`src/rtl/branch_resolve_unit.sv`:
```
// Execute-stage branch resolution: latches CMP flags, resolves B/BEQ/BGE,
// drives a registered redirect and a fixed flush window. Optional BRANCH_STATS_EN adds taken_cnt_o.
module branch_resolve_unit #(
  parameter int unsigned ADDR_W       = 16,
  parameter int unsigned FLUSH_CYCLES = 2
) (
  input  logic              clk,
  input  logic              rst,
  input  logic              valid_i,
  input  logic [3:0]        op_i,
  input  logic              zero_i,
  input  logic              negative_i,
  input  logic [ADDR_W-1:0] target_i,
  output logic              taken_o,
  output logic [ADDR_W-1:0] target_o,
  output logic              flush_o,
  output logic              busy_o,
  output logic              z_flag_o,
  output logic              n_flag_o
`ifdef BRANCH_STATS_EN
  ,
  output logic [15:0]       taken_cnt_o
`endif
);

  localparam int unsigned CNT_W = 4;
  localparam logic [3:0] OP_CMP = 4'b0101;
  localparam logic [3:0] OP_B   = 4'b1001;
  localparam logic [3:0] OP_BEQ = 4'b1010;
  localparam logic [3:0] OP_BGE = 4'b1011;
  localparam logic [CNT_W-1:0] FLUSH_LOAD = CNT_W'(FLUSH_CYCLES - 1);

  typedef enum logic {IDLE = 1'b0, FLUSH = 1'b1} state_e;

  state_e             state_q, state_d;
  logic [CNT_W-1:0]   cnt_q, cnt_d;
  logic               taken_q, taken_d;
  logic [ADDR_W-1:0]  target_q, target_d;
  logic               flush_q, flush_d;
  logic               busy_q, busy_d;
  logic               z_q, z_d;
  logic               n_q, n_d;
  logic               take_c;

  // Branch condition against the registered flags only
  always_comb begin
    take_c = 1'b0;
    unique case (op_i)
      OP_B:    take_c = 1'b1;
      OP_BEQ:  take_c = z_q;
      OP_BGE:  take_c = ~n_q;
      default: take_c = 1'b0;
    endcase
  end

  always_comb begin
    state_d  = state_q;
    cnt_d    = cnt_q;
    taken_d  = 1'b0;
    target_d = target_q;
    flush_d  = flush_q;
    busy_d   = busy_q;
    z_d      = z_q;
    n_d      = n_q;
    unique case (state_q)
      IDLE: begin
        if (valid_i) begin
          if (op_i == OP_CMP) begin
            z_d = zero_i;
            n_d = negative_i;
          end else if (take_c) begin
            taken_d  = 1'b1;
            target_d = target_i;
            flush_d  = 1'b1;
            busy_d   = 1'b1;
            cnt_d    = FLUSH_LOAD;
            state_d  = FLUSH;
          end
        end
      end
      FLUSH: begin
        // Execute inputs are wrong-path here and deliberately ignored
        if (cnt_q == '0) begin
          flush_d = 1'b0;
          busy_d  = 1'b0;
          state_d = IDLE;
        end else begin
          cnt_d = cnt_q - CNT_W'(1);
        end
      end
      default: state_d = IDLE;
    endcase
  end

  always_ff @(posedge clk or posedge rst) begin
    if (rst) begin
      state_q  <= IDLE;
      cnt_q    <= '0;
      taken_q  <= 1'b0;
      target_q <= '0;
      flush_q  <= 1'b0;
      busy_q   <= 1'b0;
      z_q      <= 1'b0;
      n_q      <= 1'b0;
    end else begin
      state_q  <= state_d;
      cnt_q    <= cnt_d;
      taken_q  <= taken_d;
      target_q <= target_d;
      flush_q  <= flush_d;
      busy_q   <= busy_d;
      z_q      <= z_d;
      n_q      <= n_d;
    end
  end

  assign taken_o  = taken_q;
  assign target_o = target_q;
  assign flush_o  = flush_q;
  assign busy_o   = busy_q;
  assign z_flag_o = z_q;
  assign n_flag_o = n_q;

`ifdef BRANCH_STATS_EN
  logic [15:0] stats_q, stats_d;

  // Saturating count of cycles with taken_o high
  always_comb begin
    stats_d = stats_q;
    if (taken_q && (stats_q != 16'hFFFF)) stats_d = stats_q + 16'd1;
  end

  always_ff @(posedge clk or posedge rst) begin
    if (rst) stats_q <= '0;
    else     stats_q <= stats_d;
  end

  assign taken_cnt_o = stats_q;
`endif

endmodule

```
`config.mk`:
```
export PLATFORM = sky130hd
export DESIGN_NAME = branch_resolve_unit
export DESIGN_NICKNAME = d
export VERILOG_FILES = /design/src/rtl/branch_resolve_unit.sv
export SDC_FILE = /design/constraint.sdc
export NUM_CORES = 1
export LEC_CHECK = 0
export ABC_AREA = 1
export CORE_MARGIN = 3
export CORE_UTILIZATION = 41
export CTS_CLUSTER_SIZE = 8
export DETAILED_ROUTE_END_ITERATION = 10
export GPL_ROUTABILITY_DRIVEN = 0
export GPL_TIMING_DRIVEN = 0
export PLACE_DENSITY = 0.79
export SYNTH_ARGS = -nofsm -noshare
export SYNTH_HDL_FRONTEND = slang
export SYNTH_SLANG_ARGS = --single-unit
```
`constraint.sdc`:
```
create_clock -name clk -period 1.35 [get_ports clk]
set_input_delay 0.27 -clock clk [delete_from_list [all_inputs] [get_ports clk]]
set_output_delay 0.27 -clock clk [all_outputs]
set_load 0.02 [all_outputs]
```
=== Yosys cells after proc, flatten, opt, wreduce, memory -nomap -nowiden ===
Index checks and enable logic that the tools add are counted.
Widths: inputs -> output; s select.

* Multiplexer cells: 17
* Bitwise logic cells: 3
* Add/sub/neg operators: 1
* Reduce and logical (&&, ||, !) cells: 5
* Equal/unequal tests: 9

{| class="wikitable"
|+ Operators with widths
! cell !! count
|-
| $mux 4 || 4
|-
| $eq 4x4->1 const B || 3
|-
| $reduce_and 4->1 || 3
|-
| $mux 1 || 9
|-
| $ne 2x2->1 const B || 4
|-
| $pmux 4 s2 || 1
|-
| $eq 4x3->1 const B || 1
|-
| $logic_not 4->1 || 1
|-
| $pmux 1 s2 || 2
|-
| $sub 4x1->4 const B || 1
|-
| $not 1->1 || 3
|-
| $pmux 1 s3 || 1
|-
| $reduce_and 3->1 || 1
|-
| $ne 2x1->1 const B || 1
|}

* Word-level logic and storage cells: 42
* Register bits after elaboration: 25

=== Longest topological paths before layout ===
Gate-level depths: netlist of the first run.

* Depth in word-level cells: 6
* Depth in mapped cells: 8

=== Least setup slack after synthesis of the first run ===
No wires, ideal clock.

* Path kind: register -> register
* Start: register cnt_q[0]
* End: register cnt_q[1]
* Clock period less this slack: 1.153 ns
* Setup slack: 0.197 ns
* Data arrival time: 1.088 ns
* Stages on the path, launching flop included: 7
* Data required time: 1.285 ns
* Setup time: 0.065 ns
* Cell sequence: dfrtp_1 inv_1 ha_1 nand2_1 nand2_1 or2_2 nand2_1

* Longest elaborated chain between the ends: 3
* Elaborated cells between the ends (all ways): 6
* Classes of those cells: 1 x add/sub; 1 x eq/ne; 2 x mux; 2 x reduce/logical

{| class="wikitable"
|+ Ends and longest elaborated chain
! what !! line !! RTL
|-
| from (decl) || 36 || <nowiki>logic [CNT_W-1:0] cnt_q, cnt_d;</nowiki>
|-
| from (signal assigned) || 107 || <nowiki>cnt_q <= cnt_d;</nowiki>
|-
| $sub 4x1->4 / $logic_not 4->1 (equally long branches) || 88, 83 ||
|-
| $mux 4 / $ne 2x2->1 (equally long branches) || - ||
|-
| $pmux 4 s2 / $reduce_and 4->1 (equally long branches) || - ||
|}

Several ways; a longest one is shown, not always the timed one. The select of a mux whose other input is x is not followed.
A chain may end at the register's enable or synchronous reset.

=== Worst setup path after layout of the first run ===
* Start: register target_q[4], in the netlist target_o[4]
* End: output port target_o[4]

{| class="wikitable"
|+ RTL lines
! what !! line !! RTL
|-
| from (decl) || 38 || <nowiki>logic [ADDR_W-1:0] target_q, target_d;</nowiki>
|-
| from (signal assigned) || 109 || <nowiki>target_q <= target_d;</nowiki>
|-
| to (decl) || 15 || <nowiki>output logic [ADDR_W-1:0] target_o,</nowiki>
|}

No word-level cell between the ends.

==> results.cfg, run 1 <==
[timing]
slew_headroom_pct = 37.9
finalCritPeriodShare_pct = 96.7
maxClockFrequency_mhz = 766
report.final.setup_viol = 0
timing_worst_slew_pin_value_ns = 0.930
skew_ns = 0.00213
setup_repair_after_global_routing_missed_its_margin = false
finalHoldViolCount = 0
fin_crit_ns = 1.31
report.final.slew_viol_count = 0

[detailed_routing]
avgRoutedWirePerCell_um = 11.7
route.final.wire_length_um = 2450
final_antenna_net_count = 0
dr.first_iter.drc_count = 14
post_drt_via_cell_ratio = 4.56
drcViolationCount = 0
vias = 958
drtPass1Iterations = 4

[global_route]
grt.overflow.total = 0
grt_max_degree = 26
antenna_found_initial = 0
grt_pass1_vias = 964
grt_pass1_wl_um = 4200
globalRouteTotalUtil_pct = 16.2

[finish]
area_growth_pct = 46.5
final_util_pct = 64.3
fill_cells = 223
final_layout_size_suffix_gt1_share_pct = 10.0
n_antenna_cell = 0
filler_free_cell_count_of_the_finished_design = 210
final_net_count = 208

[yosys]
yosys_warnings = 0
synth_fp_nets = 157
synth_cell_type_count = 18
synthesis.area_per_instance_um2 = 8.44
syn_area_mm2 = 0.00110
ys_seq_area_share_pct = 57.0
synth.area.top_cells = sky130_fd_sc_hd__dfrtp_1, sky130_fd_sc_hd__nand2_1, sky130_fd_sc_hd__nand3_1
synthCells = 130
synth_largest_type_area_fraction_pct = 57.0
postSynthRegisterBits = 25
synth_top_cell_by_area = sky130_fd_sc_hd__dfrtp_1

[cts]
cts-root-to-sink-buffers = 2
clock_latency_ns = 0.30
tritoncts_num_sinks = 25
cts_root_buffer = sky130_fd_sc_hd__clkbuf_4
tritoncts = yes
clock_transition_at_path_regs_ns = 0.13
cts_made_buffers = 3
cts-htree-levels = 1

[worst_setup_path]
critical_path.startpoint_type = flop
critical-path-slowest-cell = sky130_fd_sc_hd__dfrtp_1
worst_ep_arrival_time_ns = 1.04
timing.critical_path.fanout_max = 2
worstPathRequired_ns = 1.08
worst_r2r_path_depth = 7
top_cell_family_by_delay_on_the_critical_path = flip-flops
critical_path_buf_inv_count = 1
worstReg2RegEnd = target_o[6]$_DFFE_PP0P_
cpPeakStageDelay_ns = 0.40
critical_path.reg2reg.startpoint = state_q$_DFF_PP0_
timing.critical_path.cells = dlygate4sd2_1
critPathCaptureType = primary output
timing.setup.critical_path_class = reg2out
timing.reg2reg.setup_slack_ns = 0.06

[placed_design]
placement.io_buffers = 45
hpwlAfterDp_um = 1950
dp_cells = 205

[die]
area_of_the_core_region_mm2 = 0.00250
die_w_um = 57.7
row_count = 18
design.die.area_mm2 = 0.00333
die_h_um = 57.7
boundaryPins = 46
initial_cell_density_of_the_core_pct = 43.9

[pwr]
irDropWorstVdd_mv = 1.10
finalPower_uw = 3080
power_density_mw_per_mm2 = 1920
p_leak_uw = 0.000854

[worst_hold_path]
worst_hold_path_type = in2async

[run_status]
run_status = finished, final reports clean

[flow_run]
cap_violations = 0
==> layout make-up <==
class | instances | area, um2 | share of cell area, %
Inverter | 10 | 42.5 | 2.65
Clock buffer | 4 | 26.3 | 1.63
Timing Repair Buffer | 46 | 435 | 27.1
Buffer | 4 | 33.8 | 2.10
Sequential cell | 25 | 627 | 39.0
Multi-Input combinational cell | 91 | 405 | 25.2
Tap cell | 30 | 37.5 | 2.33
==> worst max path at each step <==
stage	start	to	cells past startpoint	slack (ns)
after floorplan	cnt_q[0]$_DFFE_PP0P_	cnt_q[1]$_DFFE_PP0P_	6	0.20
after detailed placement	valid_i	target_o[6]$_DFFE_PP0P_	7	-0.21
after global routing	state_q$_DFF_PP0_	target_o[6]$_DFFE_PP0P_	7	0.0004
after CTS	n_flag_o$_DFFE_PP0P_	n_flag_o	1	0.004
after global placement	valid_i	cnt_q[2]$_DFFE_PP0P_	7	-0.15
final	target_o[4]$_DFFE_PP0P_	target_o[4]	1	0.04
==> routing by layer <==
metal	track usage [%]	wire (um)
met5	0	0
met1	18.5	982
met4	4.97	30
met3	4.68	188
met2	29.0	1250
==> cells by family after synthesis <==
group | Yosys count | synth area share, %
XOR/XNOR | 1 | 0.798
flip-flops | 25 | 57.0
adder cells (fa/ha/maj) | 2 | 2.28
AO/OA/AOI/OAI | 3 | 1.37
AND/OR/NAND/NOR | 85 | 32.3
buffers and inverters | 14 | 6.27
==> stage by stage <==
| stage | cell area [um2] | worst slack, ns | setup TNS [ns] | hold WS, ns |
|---|---|---|---|---|
| 2_1_floorplan | 1100 | 0.197 | 0 | 0.297 |
| 3_3_place_gp | 1590 | -0.150 | -4.43 | 0.461 |
| 3_5_place_dp | 1590 | -0.209 | -6.98 | 0.464 |
| 4_1_cts | 1580 | 0.00390 | 0 | 0.468 |
| 5_1_grt | 1610 | 0.000380 | 0 | 0.475 |
| 6_report | 1610 | 0.0442 | 0 | 0.453 |
==> registers in the layout, summed over array words and instances (netlist names) <==
register,cells
busy_o,1
cnt_q,4
n_flag_o,1
state_q,1
taken_o,1
target_o,16
z_flag_o,1
==> cell usage after synthesis <==
| master | number |
|---|---|
| sky130_fd_sc_hd__buf_6 | 1 |
| sky130_fd_sc_hd__nand3_1 | 6 |
| sky130_fd_sc_hd__ha_1 | 2 |
| sky130_fd_sc_hd__buf_4 | 1 |
| sky130_fd_sc_hd__nand2_1 | 69 |
| sky130_fd_sc_hd__buf_2 | 2 |
| sky130_fd_sc_hd__inv_4 | 1 |
| sky130_fd_sc_hd__dfrtp_1 | 25 |
| sky130_fd_sc_hd__nor2_1 | 5 |
| sky130_fd_sc_hd__inv_1 | 8 |
| sky130_fd_sc_hd__nor3_1 | 1 |
| sky130_fd_sc_hd__xnor2_1 | 1 |
| sky130_fd_sc_hd__inv_2 | 1 |
| sky130_fd_sc_hd__or2_2 | 1 |
| sky130_fd_sc_hd__o21ai_0 | 3 |
| sky130_fd_sc_hd__nand2_2 | 1 |
| sky130_fd_sc_hd__nand3_4 | 1 |
| sky130_fd_sc_hd__nor2_4 | 1 |
==> layout by cell type, fill, tap and decap left out, drive strengths merged <==
cell type and count:
dfrtp 25, or2 1, nand3 7, clkbuf 5
nand2 70, nor2 6, dlygate4sd2 12, o21ai 3
buf 6, xnor2 1, inv 10, clkdlybuf4s15 7
ha 2, nor3 1, clkdlybuf4s50 24
==> repair_timing <==
action,4_1_cts,5_1_grt
hold buffers,0,0
setup buffers,0,1
gates resized for setup,22,16
endpoints found under the setup margin,21,23
==> power by group <==
| group | internal [uW] | total, uW | switching, uW |
|---|---|---|---|
| Clock | 115 | 320 | 205 |
| Sequential | 1080 | 1280 | 200 |
| Combinational | 629 | 1490 | 860 |
No activity file was read; power rests on OpenSTA's default activity.
==> run 2: changes to the inputs <==
GPL_TIMING_DRIVEN = unset   (was 0)
clock period = 1.24 ns   (was 1.35 ns; I/O delays follow)
==> results.cfg, run 2 (synthesis results as in run 1) <==
[worst_setup_path]
timing.critical_path.fanout_max = 4
critical_path.startpoint_type = flop
critPathCaptureType = flop
most_frequent_cp_cell = sky130_fd_sc_hd__nand2_2
top_cell_family_by_delay_on_the_critical_path = flip-flops
critical-path-slowest-cell = sky130_fd_sc_hd__dfrtp_1
cpPeakStageDelay_ns = 0.41
timing.critical_path.cells = inv_2, ha_1, nand2_2, nand2_2, buf_4, nand3_1, nand2_1
critical_path_buf_inv_count = 2
worst_ep_arrival_time_ns = 1.45
worstPathRequired_ns = 1.46
timing.setup.critical_path_class = reg2reg
cp_num_cells = 7
worst_r2r_path_depth = 7

[global_route]
grt_pass1_wl_um = 4160
grt.overflow.total = 0
grt_max_degree = 26
antenna_found_initial = 0
grt_pass1_vias = 982
globalRouteTotalUtil_pct = 16.0

[timing]
slew_headroom_pct = 87.9
timing_worst_slew_pin_value_ns = 0.181
finalCritPeriodShare_pct = 99.5
report.final.setup_viol = 0
setup_total_negative_slack_ns = 0
skew_ns = 0.00819
maxClockFrequency_mhz = 811
finalHoldViolCount = 0
report.final.slew_viol_count = 0
fin_crit_ns = 1.23

[cts]
cts_root_buffer = sky130_fd_sc_hd__clkbuf_4
cts-htree-levels = 1
cts_hold_buf = 0
cts_made_buffers = 3
tritoncts = yes
tritoncts_num_sinks = 25
clock_transition_at_path_regs_ns = 0.13
clock_latency_ns = 0.31
cts-root-to-sink-buffers = 2

[finish]
final_layout_size_suffix_gt1_share_pct = 29.7
final_cell_mix = sky130_fd_sc_hd__nand2_1, sky130_fd_sc_hd__dfrtp_1, sky130_fd_sc_hd__clkdlybuf4s50_1
final_common_cell = sky130_fd_sc_hd__nand2_1
final_net_count = 223
final_util_pct = 66.8
largest_reg_flops = 16
area_growth_pct = 52.2
fill_cells = 204
n_antenna_cell = 0

[pwr]
p_leak_uw = 0.000910
power.combinational.fraction_pct = 51.2
register_share_of_total_power_pct = 39.0
power.share.clock_pct = 9.7
power.share.switching_pct = 41.4
irDropWorstVdd_mv = 1.34
power_density_mw_per_mm2 = 2120
power.internal_uw = 2080
finalPower_uw = 3550
power.switching_uw = 1470

[die]
boundaryPins = 46
area_of_the_core_region_mm2 = 0.00250
initial_cell_density_of_the_core_pct = 43.9
die_h_um = 57.7
design.die.area_mm2 = 0.00333
row_count = 18
die_w_um = 57.7

[detailed_routing]
vias = 1017
final_antenna_net_count = 0
route.final.wire_length_um = 2650
drcViolationCount = 0
dr.first_iter.drc_count = 19
avgRoutedWirePerCell_um = 11.8
drtPass1Iterations = 4
post_drt_via_cell_ratio = 4.52

[worst_hold_path]
worst_hold_path_type = in2async

[run_status]
run_status = finished, final reports clean

[placed_design]
hpwlAfterDp_um = 1960
placement.io_buffers = 45

[flow_run]
cap_violations = 0
==> run 2: changes by cell type in the layout (fill, tap and decap cells not counted), moves of 2 or more <==
cell                              delta
sky130_fd_sc_hd__buf_2              +21
sky130_fd_sc_hd__buf_4              +10
sky130_fd_sc_hd__dlygate4sd2_1      -12
sky130_fd_sc_hd__buf_6               +2
sky130_fd_sc_hd__clkdlybuf4s15_1     -7
sky130_fd_sc_hd__nand2_2             +4
sky130_fd_sc_hd__nand2_1             -4
==> run 2: final cells by class <==
class | instances | area, um2 | share of cell area (%)
Timing Repair Buffer | 65 | 517 | 30.9
Tap cell | 30 | 37.5 | 2.25
Clock inverter | 1 | 5.00 | 0.300
Multi-Input combinational cell | 91 | 420 | 25.2
Inverter | 10 | 42.5 | 2.55
Clock buffer | 3 | 22.5 | 1.35
Sequential cell | 25 | 626 | 37.5
==> run 2: through the flow <==
| step | hold WS, ns | cells | setup WS, ns | instance area, um2 |
|---|---|---|---|---|
| final | 0.257 | 225 | 0.00652 | 1670 |
| after global routing | 0.260 | 225 | -0.0640 | 1670 |
| after CTS | 0.258 | 215 | 0.00259 | 1660 |
| after detailed placement | 0.467 | 211 | -0.262 | 1640 |
| after global placement | 0.463 | 211 | -0.232 | 1640 |
| after floorplan | 0.275 | 130 | 0.0870 | 1100 |
==> run 2: worst paths after layout <==
check / from / endpoint / slack, ns
hold / removal: rst / target_o[3]$_DFFE_PP0P_ / 0.26
setup reg to reg: cnt_q[0]$_DFFE_PP0P_ / cnt_q[3]$_DFFE_PP0P_ / 0.007
hold reg to reg: target_o[9]$_DFFE_PP0P_ / target_o[9]$_DFFE_PP0P_ / 0.49
min in group clk: target_i[3] / target_o[3]$_DFFE_PP0P_ / 0.45
setup / recovery: cnt_q[0]$_DFFE_PP0P_ / cnt_q[3]$_DFFE_PP0P_ / 0.007
max in group asynchronous: rst / state_q$_DFF_PP0_ / 0.84
==> run 2: power by group through the flow <==
| stage | Clock [uW] | Sequential (uW) | Combinational [uW] |
|---|---|---|---|
| floorplan | 0 | 1760 | 586 |
| global placement | 0 | 1390 | 1870 |
| detailed placement | 0 | 1390 | 1930 |
| CTS | 368 | 1390 | 1770 |
| global route | 395 | 1440 | 1970 |
| finish | 346 | 1380 | 1820 |
==> run 2: timing repair <==
item	4_1_cts	5_1_grt
resized for setup	70	24
setup buffers	0	9
pin swaps	0	4
endpoints found under the setup margin	22	29
cloned	0	1
==> run 2: routing by layer <==
layer | vias up | wire length (um) | track usage [%]
met5 | - | 0 | 0
met4 | 0 | 49 | 4.97
met3 | 7 | 142 | 3.12
met2 | 29 | 1330 | 27.4
met1 | 460 | 1130 | 20.4
li1 | 521 | - | -
==> run 2: worst reg2reg max path: cells and delay by family (launching register included) <==
kind          cells  cell delay, ns
simple gates      4            0.32
flops             1            0.41
buf+inv           2            0.20
fa+ha+maj         1            0.21
